==> src/rtl/memtest.sv <==
// memtest: Wishbone memory tester. Writes P(k) = seed + k to a word region,
// reads it back in order, and reports pass / first failing address / mismatch count.
module memtest #(
  parameter int AW = 15,
  parameter int DW = 32
) (
  input  logic          i_clk,
  input  logic          i_rst,
  input  logic          i_start,
  input  logic [AW-1:0] i_base,
  input  logic [AW:0]   i_len,
  input  logic [DW-1:0] i_seed,
  output logic          o_busy,
  output logic          o_done,
  output logic          o_pass,
  output logic [AW-1:0] o_fail_addr,
  output logic [AW:0]   o_fail_count,
  output logic          o_wb_cyc,
  output logic          o_wb_stb,
  output logic          o_wb_we,
  output logic [AW-1:0] o_wb_addr,
  output logic [DW-1:0] o_wb_data,
  input  logic          i_wb_ack,
  input  logic          i_wb_stall,
  input  logic [DW-1:0] i_wb_data
);

  typedef enum logic [2:0] {
    S_IDLE, S_WRITE, S_WDRAIN, S_GAP, S_READ, S_RDRAIN, S_DONE
  } state_t;

  state_t        state_q, state_d;
  logic [AW-1:0] base_q, base_d;
  logic [AW:0]   len_q, len_d;
  logic [DW-1:0] seed_q, seed_d;
  logic [AW:0]   req_q, req_d;     // requests accepted in current phase
  logic [AW:0]   ack_q, ack_d;     // acks counted in current phase
  logic [AW:0]   fcnt_q, fcnt_d;
  logic [AW-1:0] faddr_q, faddr_d;
  logic          pass_q, pass_d;

  logic accept, ack_ok, rd_phase, mismatch;

  // Bus strobes, acceptance/ack qualification and read-back comparison
  always_comb begin
    o_wb_cyc  = (state_q == S_WRITE) || (state_q == S_WDRAIN) ||
                (state_q == S_READ)  || (state_q == S_RDRAIN);
    o_wb_stb  = (state_q == S_WRITE) || (state_q == S_READ);
    o_wb_we   = (state_q == S_WRITE) || (state_q == S_WDRAIN);
    o_wb_addr = base_q + req_q[AW-1:0];
    o_wb_data = seed_q + DW'(req_q);
    accept    = o_wb_stb && !i_wb_stall;
    // An ack counts only against an outstanding request; one accepted in
    // the same cycle qualifies.
    ack_ok    = o_wb_cyc && i_wb_ack && ((req_q != ack_q) || accept);
    rd_phase  = (state_q == S_READ) || (state_q == S_RDRAIN);
    mismatch  = ack_ok && rd_phase && (i_wb_data != (seed_q + DW'(ack_q)));
  end

  // Next-state, counter and result logic
  always_comb begin
    state_d = state_q;
    base_d  = base_q;
    len_d   = len_q;
    seed_d  = seed_q;
    req_d   = req_q + {{AW{1'b0}}, accept};
    ack_d   = ack_q + {{AW{1'b0}}, ack_ok};
    fcnt_d  = fcnt_q;
    faddr_d = faddr_q;
    pass_d  = pass_q;

    if (mismatch) begin
      if (fcnt_q == '0) faddr_d = base_q + ack_q[AW-1:0];
      if (fcnt_q != '1) fcnt_d = fcnt_q + 1'b1;
    end

    case (state_q)
      S_IDLE: begin
        if (i_start) begin
          base_d  = i_base;
          len_d   = i_len;
          seed_d  = i_seed;
          req_d   = '0;
          ack_d   = '0;
          fcnt_d  = '0;
          faddr_d = '0;
          state_d = (i_len != '0) ? S_WRITE : S_DONE;
        end
      end
      S_WRITE:  if (accept && (req_d == len_q)) state_d = S_WDRAIN;
      S_WDRAIN: if (ack_d == len_q) state_d = S_GAP;
      S_GAP: begin
        req_d   = '0;
        ack_d   = '0;
        state_d = S_READ;
      end
      S_READ:   if (accept && (req_d == len_q)) state_d = S_RDRAIN;
      S_RDRAIN: if (ack_d == len_q) state_d = S_DONE;
      S_DONE:   state_d = S_IDLE;
      default:  state_d = S_IDLE;
    endcase

    // Verdict registered on entry to DONE so it is valid during the pulse,
    // including a mismatch on the final read ack.
    if ((state_d == S_DONE) && (state_q != S_DONE)) pass_d = (fcnt_d == '0);
  end

  // State and datapath registers
  always_ff @(posedge i_clk or posedge i_rst) begin
    if (i_rst) begin
      state_q <= S_IDLE;
      base_q  <= '0;
      len_q   <= '0;
      seed_q  <= '0;
      req_q   <= '0;
      ack_q   <= '0;
      fcnt_q  <= '0;
      faddr_q <= '0;
      pass_q  <= 1'b0;
    end else begin
      state_q <= state_d;
      base_q  <= base_d;
      len_q   <= len_d;
      seed_q  <= seed_d;
      req_q   <= req_d;
      ack_q   <= ack_d;
      fcnt_q  <= fcnt_d;
      faddr_q <= faddr_d;
      pass_q  <= pass_d;
    end
  end

  assign o_busy       = (state_q != S_IDLE);
  assign o_done       = (state_q == S_DONE);
  assign o_pass       = pass_q;
  assign o_fail_addr  = faddr_q;
  assign o_fail_count = fcnt_q;

endmodule

==> config.mk <==
export PLATFORM = sky130hd
export DESIGN_NAME = memtest
export DESIGN_NICKNAME = d
export VERILOG_FILES = /design/src/rtl/memtest.sv
export SDC_FILE = /design/constraint.sdc
export NUM_CORES = 1
export LEC_CHECK = 0
export ABC_CLOCK_PERIOD_IN_PS = 8029
export CORE_ASPECT_RATIO = 1.5
export CORE_UTILIZATION = 56
export DETAILED_ROUTE_END_ITERATION = 8
export GPL_ROUTABILITY_DRIVEN = 0
export PLACE_DENSITY = 0.84
export SYNTH_ARGS = -nofsm -noshare
export SYNTH_HDL_FRONTEND = slang
export SYNTH_SLANG_ARGS = --single-unit
==> constraint.sdc <==
create_clock -name i_clk -period 8.03 [get_ports i_clk]
set_clock_uncertainty 0.2 [all_clocks]
set_input_delay 2.0075 -clock i_clk [delete_from_list [all_inputs] [get_ports i_clk]]
set_output_delay 2.0075 -clock i_clk [all_outputs]
set_load 0.005 [all_outputs]
==> results of run 1 <==
[where the power goes]
part           internal [mW]  total, mW  switching [mW]
registers              0.860       1.21           0.348
clock network          0.462      0.766           0.304
logic                   1.13       2.27            1.14
total                   2.46       4.25            1.79
[worst max-delay path by stage]
| stage | end | slack [ps] | cells past startpoint |
|---|---|---|---|
| after floorplan | ack_q[0] | 2350 | 1 |
| after global routing | o_wb_data[26] | 560 | 16 |
| final | o_wb_data[26] | 1040 | 16 |
| after global placement | o_pass | 1180 | 17 |
| after detailed placement | o_pass | 980 | 17 |
| after CTS | o_wb_data[26] | 1070 | 16 |
[registers in the layout, summed over array words and instances, names as in the netlist]
register      count
ack_q            16
state_q           3
base_q           15
o_fail_count     16
req_q            16
len_q            16
o_fail_addr      15
seed_q           32
o_pass            1
[critical path, delay by kind of cell (launching register included)]
family	cells	cell delay [ps]
DFF	1	450
and+or+nand+nor	1	120
buffers and inverters	2	570
xor gates and xnor gates	1	180
adders and majority gates	2	620
AOI/OAI and AO/OA	10	2430
[through the flow]
step | total power [mW] | hold WS [ps] | cells | util
floorplan | 2.532 | 280.9 | 1258 | -
global placement | 3.369 | 304.9 | 1623 | 0.6835
detailed placement | 3.427 | 305.5 | 1623 | 0.6835
CTS | 4.222 | 323.1 | 1654 | 0.7156
global route | 4.518 | 336.6 | 1654 | 0.7156
finish | 4.247 | 319.0 | 1654 | 0.7156
[layer usage]
layer,GRT usage,up-vias
li1,-,4681
met1,0.3754,4728
met2,0.5950,489
met3,0.05657,131
met4,0.2145,0
met5,0,-
[cells in the final DEF, fill, tap and decap left out, types with 25 or more instances in the layout]
master | synthesis | layout
a21oi_1 | 49 | 48
clkdlybuf4s50_1 | 0 | 183
dfrtp_1 | 130 | 130
ha_1 | 66 | 66
inv_1 | 52 | 51
mux2i_1 | 27 | 27
nand2_1 | 259 | 259
nand3_1 | 38 | 38
nand4_1 | 25 | 25
nor2_1 | 107 | 107
nor3_1 | 34 | 34
o21ai_0 | 34 | 34
xnor2_1 | 90 | 90
xor2_1 | 79 | 79
[area by class of cell]
| class | instances | area (um2) | share of cell area |
|---|---|---|---|
| well taps | 217 | 271.5 | 0.02106 |
| flip-flops and latches | 130 | 3253 | 0.2523 |
| clock inverters | 13 | 137.6 | 0.01068 |
| inverters | 52 | 197.7 | 0.01533 |
| clock buffers | 18 | 439.2 | 0.03406 |
| repair buffers | 189 | 1877 | 0.1456 |
| multi-input cells | 1035 | 6716 | 0.5210 |
[logic make-up (layout without fill, tap and decap cells)]
| kind of cell | Yosys count | in the layout | synth area share |
|---|---|---|---|
| adders and majority gates | 70 | 70 | 0.08756 |
| xor gates and xnor gates | 171 | 171 | 0.1473 |
| and+or+nand+nor | 570 | 570 | 0.2572 |
| AOI/OAI and AO/OA | 197 | 197 | 0.1300 |
| muxes | 27 | 27 | 0.02612 |
| buffers and inverters | 93 | 272 | 0.03737 |
| DFF | 130 | 130 | 0.3144 |
==> reports/results.tsv, run 1 <==
stage	metric	value	unit
final_layout	Fillers	1427	
synth	Post-synth EDFFs	0	
synth	Post-Syn Instances	1258	
synth	count leader, synth	nand2_1	
final_layout	share of cells above drive strength 1	0.04732	
floorplan	die area	19030	um2
worst_hold_path	Hold Path Depth	2	
worst_setup_path	crit path DAT	4780	ps
sta	fin crit share	0.8701	
worst_setup_path	critical path endpoint category	primary output	
placement	dpl hpwl	23600	um
floorplan	Die Ht	168.5	um
drt	first-pass detailed-route iteration total	5	
worst_setup_path	worst reg2reg path endpoint	o_pass	
clock_tree	hold_buf cts	0	
final_layout	Design Area, Final	12890	um2
drt	top sig layer	met4	
clock_tree	clock buffer depth	2	
clock_tree	post_cts resized	0	
worst_setup_path	max incr delay on CP	580	ps
clock_tree	clock slew at reported path FFs	60	ps
floorplan	Die Width	113.0	um
sta	Tmin final	6987	ps
global_routing	gr ovfl total	0	
sta	Worst Tran Pin Value	1095	ps
sta	Final Hold Viols	0	
power	Pleak	5.877	nW
clock_tree	Clock Latency Late Sink	430	ps
global_routing	GRT Total Usage	0.3372	
synth	post-synth top area share	0.3144	
synth	ys async rst share	1.000	
sta	setup violators final	0	
placement	area post-placement	12320	um2
final_layout	Layout area overhead	24.61	%
sta	max-slew violations	0	
synth	Synth cell types	82	
sta	worst rel slew slack	0.2674	
clock_tree	Num Clock Sinks	130	
synth	YS warnings	0	
synth	post-synth net total	1428	
placement	setup slack at placement	979.1	ps
drt	Final ANT Viol Nets	0	
drt	WL met2	15970	um
worst_setup_path	Crit Path Max Fanout	8	
sta	RSZ-0062 raised after global routing	no	
synth	Seq cells post-synth	130	
worst_setup_path	CP max-delay cell	a2111oi_0	
outcome	status	finished, final reports clean	
synth	cell taking the most area after synthesis	dfrtp_1	
global_routing	antenna violations before repair	0	
sta	setup TNS	0	ps
floorplan	row count	60	
clock_tree	CTS Root Cell	clkbuf_16	
worst_setup_path	Critical Path Source	req_q[0]	
drt	Remaining DRCs	0	
drt	WL met3	1833	um
drt	WL final	31490	um
power	Pwr Density	329.4	nW/um2
synth	Top FF cell, synth	dfrtp_1	
synth	sequential element share of the synthesized area	0.3144	
power	peak supply drop	0.1998	mV
sta	Fmax	143.1	MHz
worst_setup_path	CP Launch Type	flip-flop	
synth	synthesized area per cell	8.224	um2
sta	Final Worst Setup Slack	1043	ps
worst_setup_path	CP most frequent cell	o21ai_0	
drt	wire per inst	19.04	um
global_routing	largest net degree at the start of global routing	80	
drt	Avg Vias per Cell	6.063	
worst_hold_path	Hold Path Class	flip-flop to flip-flop	
synth	Commonest cells post-synth	nand2_1, dfrtp_1, nor2_1	
synth	synth top area cells	dfrtp_1, nand2_1, ha_1, xnor2_1, xor2_1	
synth	Post-Syn Area	10350	um2
worst_setup_path	R2R cell count	17	
global_routing	first-pass GRT wire length	50250	um
final_layout	n_diodes	0	
clock_tree	CTS buffer count	17	
floorplan	Initial Util	0.5742	
worst_hold_path	hold path start	o_fail_addr[1]	
drt	via count	10030	
clock_tree	CTS tree	built	
drt	DRT iter0 DRCs	921	
floorplan	Ports	184	
worst_hold_path	Hold Path Sink	o_fail_addr[1]	
worst_setup_path	Req. time, crit path	5820	ps
worst_setup_path	Crit Path Category	flip-flop to primary output	
clock_tree	# Post-CTS Setup Buffers	0	
worst_setup_path	Reg2Reg Setup Slack	2500	ps
floorplan	CORE AREA	18020	um2
drt	Routed met1 length	12000	um
clock_tree	htree depth	4	
final_layout	Post-layout nets	1595	
worst_setup_path	launch point of the worst reg-to-reg path	state_q[2]	
global_routing	number of global-route vias before repair	10100	
flow_run	Max Cap Viol	0	
placement	number of port buffers	183	
worst_setup_path	worst path cell trace	ha_1 > inv_1 > fa_1 > nor2b_1 > o21ai_0 > a21boi_1 > o21ai_0 > a21boi_1 > o21ai_0 > a21boi_0 > o21ai_1 > a211oi_1 > o31ai_1 > a2111oi_0 > xor2_1 > clkdlybuf4s50_1	
(Power assumes the default switching activity.)
==> run 2: changes to the inputs <==
- CORE_UTILIZATION: 56 -> 55
- PLACE_DENSITY: 0.84 -> 0.83
- SLEW_MARGIN: default -> 10
==> reports/results.tsv, run 2 (same netlist as run 1, synthesis figures left out) <==
stage	metric	value	unit	change
sta	Tmin final	7013	ps	was 6987 ps
power	Comb power frac	0.540		was 0.535
clock_tree	hold_buf cts	0		unchanged
worst_hold_path	Hold Path Depth	2		unchanged
drt	top sig layer	met4		unchanged
global_routing	gr ovfl total	0		unchanged
clock_tree	# Post-CTS Setup Buffers	0		unchanged
worst_setup_path	CP Launch Type	flip-flop		unchanged
power	peak supply drop	0.2022	mV	was 0.1998 mV
power	Tot Pwr	4.200	mW	was 4.247 mW
worst_setup_path	Critical Path Source	req_q[0]		unchanged
drt	wire per inst	18.70	um	was 19.04 um
clock_tree	Clock Latency Late Sink	420	ps	was 430 ps
final_layout	Post-layout nets	1594		was 1595
sta	setup violators final	0		unchanged
sta	Final Hold Viols	0		unchanged
worst_setup_path	launch point of the worst reg-to-reg path	state_q[2]		unchanged
final_layout	commonest non-fill, non-tap cells in the layout	nand2_1, clkdlybuf4s50_1, dfrtp_1		unchanged
global_routing	first-pass GRT wire length	50590	um	was 50250 um
power	Internal	2.398	mW	was 2.456 mW
placement	dpl hpwl	23570	um	was 23600 um
worst_setup_path	critical path endpoint category	primary output		unchanged
drt	DRT iter0 DRCs	909		was 921
worst_setup_path	crit path DAT	4810	ps	was 4780 ps
outcome	failing checks	design-rule violations		
floorplan	Die Ht	170.0	um	was 168.5 um
clock_tree	CTS Root Cell	clkbuf_16		unchanged
floorplan	row count	61		was 60
power	Clock Power Share	0.173		was 0.180
sta	max-slew violations	0		unchanged
power	Pleak	5.867	nW	was 5.877 nW
final_layout	Design Area, Final	12900	um2	was 12890 um2
sta	Worst Tran Pin Value	1115	ps	was 1095 ps
floorplan	Ports	184		unchanged
worst_setup_path	Crit Path Category	flip-flop to primary output		unchanged
floorplan	die area	19380	um2	was 19030 um2
worst_setup_path	Reg2Reg Setup Slack	2520	ps	was 2500 ps
sta	Fmax	142.6	MHz	was 143.1 MHz
floorplan	CORE AREA	18470	um2	was 18020 um2
sta	worst rel slew slack	0.2540		was 0.2674
drt	Routed met1 length	11740	um	was 12000 um
sta	Hold WS	324.8	ps	was 319.0 ps
clock_tree	htree depth	4		unchanged
final_layout	Largest register FFs	32		unchanged
global_routing	largest net degree at the start of global routing	76		was 80
sta	setup TNS	0	ps	unchanged
worst_setup_path	Req. time, crit path	5820	ps	about the same
final_layout	Biggest register	seed_q		unchanged
final_layout	share of cells above drive strength 1	0.04732		unchanged
final_layout	commonest non-fill, non-tap cell in the layout	nand2_1		unchanged
placement	area post-placement	12350	um2	was 12320 um2
power	Switching Share	0.4291		was 0.4217
floorplan	Initial Util	0.5602		was 0.5742
flow_run	Max Cap Viol	0		unchanged
final_layout	Util after Layout	0.6984		was 0.7156
sta	fin crit share	0.8734		was 0.8701
drt	first-pass detailed-route iteration total	7		was 5
worst_setup_path	Crit Path Max Fanout	8		unchanged
clock_tree	CTS buffer count	17		unchanged
clock_tree	Num Clock Sinks	130		unchanged
clock_tree	CTS tree	built		unchanged
worst_hold_path	Hold Path Sink	o_fail_addr[12]		was o_fail_addr[1]
power	sequential power share	0.288		was 0.284
drt	WL met2	15670	um	was 15970 um
global_routing	number of global-route vias before repair	10130		was 10100
worst_hold_path	Hold Path Class	flip-flop to flip-flop		unchanged
clock_tree	post_cts resized	0		unchanged
drt	WL met3	2068	um	was 1833 um
sta	RSZ-0062 raised after global routing	no		unchanged
drt	Avg Vias per Cell	6.063		about the same
global_routing	GRT Total Usage	0.3356		was 0.3372
worst_hold_path	hold path start	o_fail_addr[12]		was o_fail_addr[1]
power	Pwr Density	325.6	nW/um2	was 329.4 nW/um2
placement	number of port buffers	183		unchanged
final_layout	n_diodes	0		unchanged
final_layout	Layout area overhead	24.68	%	was 24.61%
worst_setup_path	worst reg2reg path endpoint	o_pass		unchanged
drt	Final ANT Viol Nets	0		unchanged
floorplan	Die Width	114.0	um	was 113.0 um
clock_tree	clock slew at reported path FFs	60	ps	about the same
power	Switching Power	1.802	mW	was 1.791 mW
drt	via count	10240		was 10030
global_routing	antenna violations before repair	0		unchanged
drt	Remaining DRCs	1		was 0
worst_setup_path	R2R cell count	17		unchanged
clock_tree	clock buffer depth	2		unchanged
drt	WL final	31590	um	was 31490 um
outcome	status	finished with violations		was finished, final reports clean
==> run 2: metal layers <==
| metal | vias up | GRT usage |
|---|---|---|
| li1 | 4697 | - |
| met1 | 4799 | 0.3798 |
| met2 | 578 | 0.5863 |
| met3 | 166 | 0.04452 |
| met4 | 0 | 0.2225 |
| met5 | - | 0 |
==> run 2: layout make-up <==
class | count | area, um2
Tap cell | 252 | 315.3
Clock buffer | 18 | 439.2
Timing Repair Buffer | 188 | 1869
Fill cell | 1537 | 5570
Clock inverter | 14 | 108.9
Inverter | 52 | 197.7
Sequential cell | 130 | 3253
Multi-Input combinational cell | 1035 | 6716
==> run 2: critical path: stages (launching register included) <==
cell             delay [ps]
dfrtp_1                 450
ha_1                    210
inv_1                    50
fa_1                    400
nor2b_1                 120
o21ai_0                 100
a21boi_1                190
o21ai_0                 130
a21boi_1                210
o21ai_0                 140
a21boi_0                340
o21ai_1                 180
a211oi_1                330
o31ai_1                 270
a2111oi_0               570
xor2_1                  180
clkdlybuf4s50_1         510
==> run 2: worst max path at each step <==
stage	endpoint	slack [ps]	depth (start not counted)
after floorplan	ack_q[0]	2350	1
after global placement	o_pass	1170	17
after detailed placement	o_pass	1030	17
after CTS	o_wb_data[26]	1100	16
after global routing	o_wb_data[26]	680	16
final	o_wb_data[26]	1020	16
==> run 2: stage by stage <==
stage	cells	worst slack, ps
after floorplan	1258	2353
after global placement	1657	1175
after detailed placement	1657	1032
after CTS	1689	1102
after global routing	1689	681.8
final	1689	1017
==> run 2: power by group through the flow <==
stage	registers [mW]	clock network, mW	logic, mW
2_1_floorplan	1.05	0	1.48
3_3_place_gp	1.20	0	2.17
3_5_place_dp	1.21	0	2.22
4_1_cts	1.20	0.728	2.25
5_1_grt	1.23	0.762	2.49
6_report	1.21	0.725	2.27
==> run 3: changes to the inputs <==
- CORE_UTILIZATION: 55 -> 50
- PLACE_DENSITY: 0.83 -> 0.76
- RECOVER_POWER: default -> 100
- SLEW_MARGIN: 10 -> 30
==> reports/results.tsv, run 3 (same netlist as run 1, synthesis figures left out) <==
stage	metric	value	unit	change
outcome	status	finished with violations		unchanged
outcome	failing checks	max-capacitance violations, max-slew violations		was design-rule violations
drt	first-pass detailed-route iteration total	5		was 7
clock_tree	Clock Latency Late Sink	430	ps	was 420 ps
clock_tree	# Post-CTS Setup Buffers	0		unchanged
global_routing	first-pass GRT wire length	49490	um	was 50590 um
power	Tot Pwr	4.175	mW	was 4.200 mW
worst_hold_path	hold path start	o_fail_addr[12]		unchanged
clock_tree	clock slew at reported path FFs	60	ps	about the same
sta	RSZ-0062 raised after global routing	no		unchanged
final_layout	Post-layout nets	1596		was 1594
global_routing	GRT Total Usage	0.3006		was 0.3356
final_layout	Layout area overhead	24.62	%	was 24.68%
floorplan	row count	64		was 61
floorplan	Ports	184		unchanged
final_layout	commonest non-fill, non-tap cells in the layout	nand2_1, dfrtp_1, nor2_1		was nand2_1, clkdlybuf4s50_1, dfrtp_1
worst_hold_path	Hold Path Sink	o_fail_addr[12]		unchanged
sta	worst rel slew slack	-0.8528		was 0.2540
worst_hold_path	Hold Path Class	flip-flop to flip-flop		unchanged
power	Pleak	6.002	nW	was 5.867 nW
clock_tree	CTS buffer count	17		unchanged
clock_tree	CTS Root Cell	clkbuf_16		unchanged
clock_tree	clock buffer depth	2		unchanged
floorplan	Die Ht	178.2	um	was 170.0 um
sta	Worst Tran Pin Value	2779	ps	was 1115 ps
sta	max-slew violations	195		was 0
worst_setup_path	crit path DAT	4980	ps	was 4810 ps
placement	number of port buffers	183		unchanged
sta	setup TNS	0	ps	unchanged
floorplan	Die Width	119.5	um	was 114.0 um
sta	Tmin final	7191	ps	was 7013 ps
final_layout	commonest non-fill, non-tap cell in the layout	nand2_1		unchanged
global_routing	antenna violations before repair	0		unchanged
worst_setup_path	R2R cell count	17		unchanged
final_layout	Largest register FFs	32		unchanged
worst_setup_path	Crit Path Category	flip-flop to primary output		unchanged
final_layout	Design Area, Final	12890	um2	was 12900 um2
drt	Avg Vias per Cell	5.820		was 6.063
sta	Fmax	139.1	MHz	was 142.6 MHz
placement	setup slack at placement	987.8	ps	was 1032 ps
floorplan	die area	21280	um2	was 19380 um2
worst_setup_path	critical path endpoint category	primary output		unchanged
worst_setup_path	Reg2Reg Setup Slack	2370	ps	was 2520 ps
clock_tree	htree depth	4		unchanged
final_layout	n_diodes	0		unchanged
floorplan	Initial Util	0.5087		was 0.5602
clock_tree	hold_buf cts	0		unchanged
worst_setup_path	CP Launch Type	flip-flop		unchanged
final_layout	share of cells above drive strength 1	0.03822		was 0.04732
worst_setup_path	Crit Path Max Fanout	8		unchanged
power	peak supply drop	0.1761	mV	was 0.2022 mV
sta	fin crit share	0.8955		was 0.8734
worst_setup_path	worst reg2reg path endpoint	o_pass		unchanged
clock_tree	Num Clock Sinks	130		unchanged
power	Pwr Density	323.8	nW/um2	was 325.6 nW/um2
drt	via count	9912		was 10240
sta	setup violators final	0		unchanged
final_layout	Biggest register	seed_q		unchanged
drt	Final ANT Viol Nets	0		unchanged
global_routing	gr ovfl total	0		unchanged
sta	Final Worst Setup Slack	839.2	ps	was 1017 ps
clock_tree	CTS tree	built		unchanged
drt	wire per inst	18.45	um	was 18.70 um
placement	area post-placement	12390	um2	was 12350 um2
worst_setup_path	launch point of the worst reg-to-reg path	state_q[2]		unchanged
flow_run	Max Cap Viol	3		was 0
global_routing	number of global-route vias before repair	9821		was 10130
sta	Final Hold Viols	0		unchanged
clock_tree	post_cts resized	0		unchanged
global_routing	largest net degree at the start of global routing	78		was 76
drt	Remaining DRCs	0		was 1
drt	DRT iter0 DRCs	622		was 909
placement	dpl hpwl	23920	um	was 23570 um
worst_setup_path	Req. time, crit path	5820	ps	about the same
worst_hold_path	Hold Path Depth	2		unchanged
drt	WL final	31430	um	was 31590 um
floorplan	CORE AREA	20340	um2	was 18470 um2
[run 3: cell count changes in the layout (fill, tap and decap cells not counted), sizes merged]
cell,before,now
bufinv,0,3
clkbuf,18,25
clkinv,7,3
buf,5,2
clkinvlp,4,5
dlygate4sd3,0,84
clkdlybuf4s50,183,99
inv,55,53
[run 3: worst max-delay path, stage by stage, from the launching register on]
cell	delay (ps)
dfrtp_1	440
ha_1	220
inv_1	70
fa_1	200
nor2b_1	50
o21ai_0	220
a21boi_0	160
o21ai_0	230
a21boi_0	140
o21ai_0	210
a21boi_0	160
o21ai_0	360
a211oi_1	160
o31ai_1	850
a2111oi_0	290
xor2_1	190
dlygate4sd3_1	590
[run 3: where the power goes]
| group | switching (mW) | leakage, nW | internal, mW |
|---|---|---|---|
| sequential | 0.344 | 1.70 | 0.860 |
| clock | 0.313 | 0.283 | 0.497 |
| combinational | 1.11 | 4.02 | 1.05 |
[run 3: area by class of cell]
type	count	area [um2]
fillers	1792	7446
multi-input cells	1035	6644
flip-flops and latches	130	3253
repair buffers	190	1867
clock buffers	20	446.7
well taps	264	330.3
inverters	52	196.4
clock inverters	12	156.4
[run 3: how the worst max path moves through the flow]
stage | startpoint | end | slack, ps | cells past startpoint
after detailed placement | i_wb_stall | o_pass | 990 | 17
after global placement | i_wb_stall | o_pass | 1170 | 17
after floorplan | i_rst | ack_q[0] | 2350 | 1
after global routing | req_q[0] | o_wb_data[26] | 520 | 16
after CTS | req_q[0] | o_wb_data[26] | 1170 | 16
final | req_q[0] | o_wb_data[26] | 840 | 16
[run 3: metrics by stage]
stage                       util  hold slack [ps]  instances
after floorplan                -            280.9       1258
after global placement    0.6084            307.5       1670
after detailed placement  0.6089            308.4       1671
after CTS                 0.6386            327.4       1703
after global routing      0.6339            354.5       1703
final                     0.6339            311.8       1703
[run 3: routing by layer]
metal | vias to the layer above | global-route usage | routed length (um)
li1 | 4694 | - | -
met1 | 4637 | 0.3393 | 12310
met2 | 441 | 0.5328 | 15680
met3 | 140 | 0.04092 | 1580
met4 | 0 | 0.1880 | 1856
met5 | - | 0 | 0
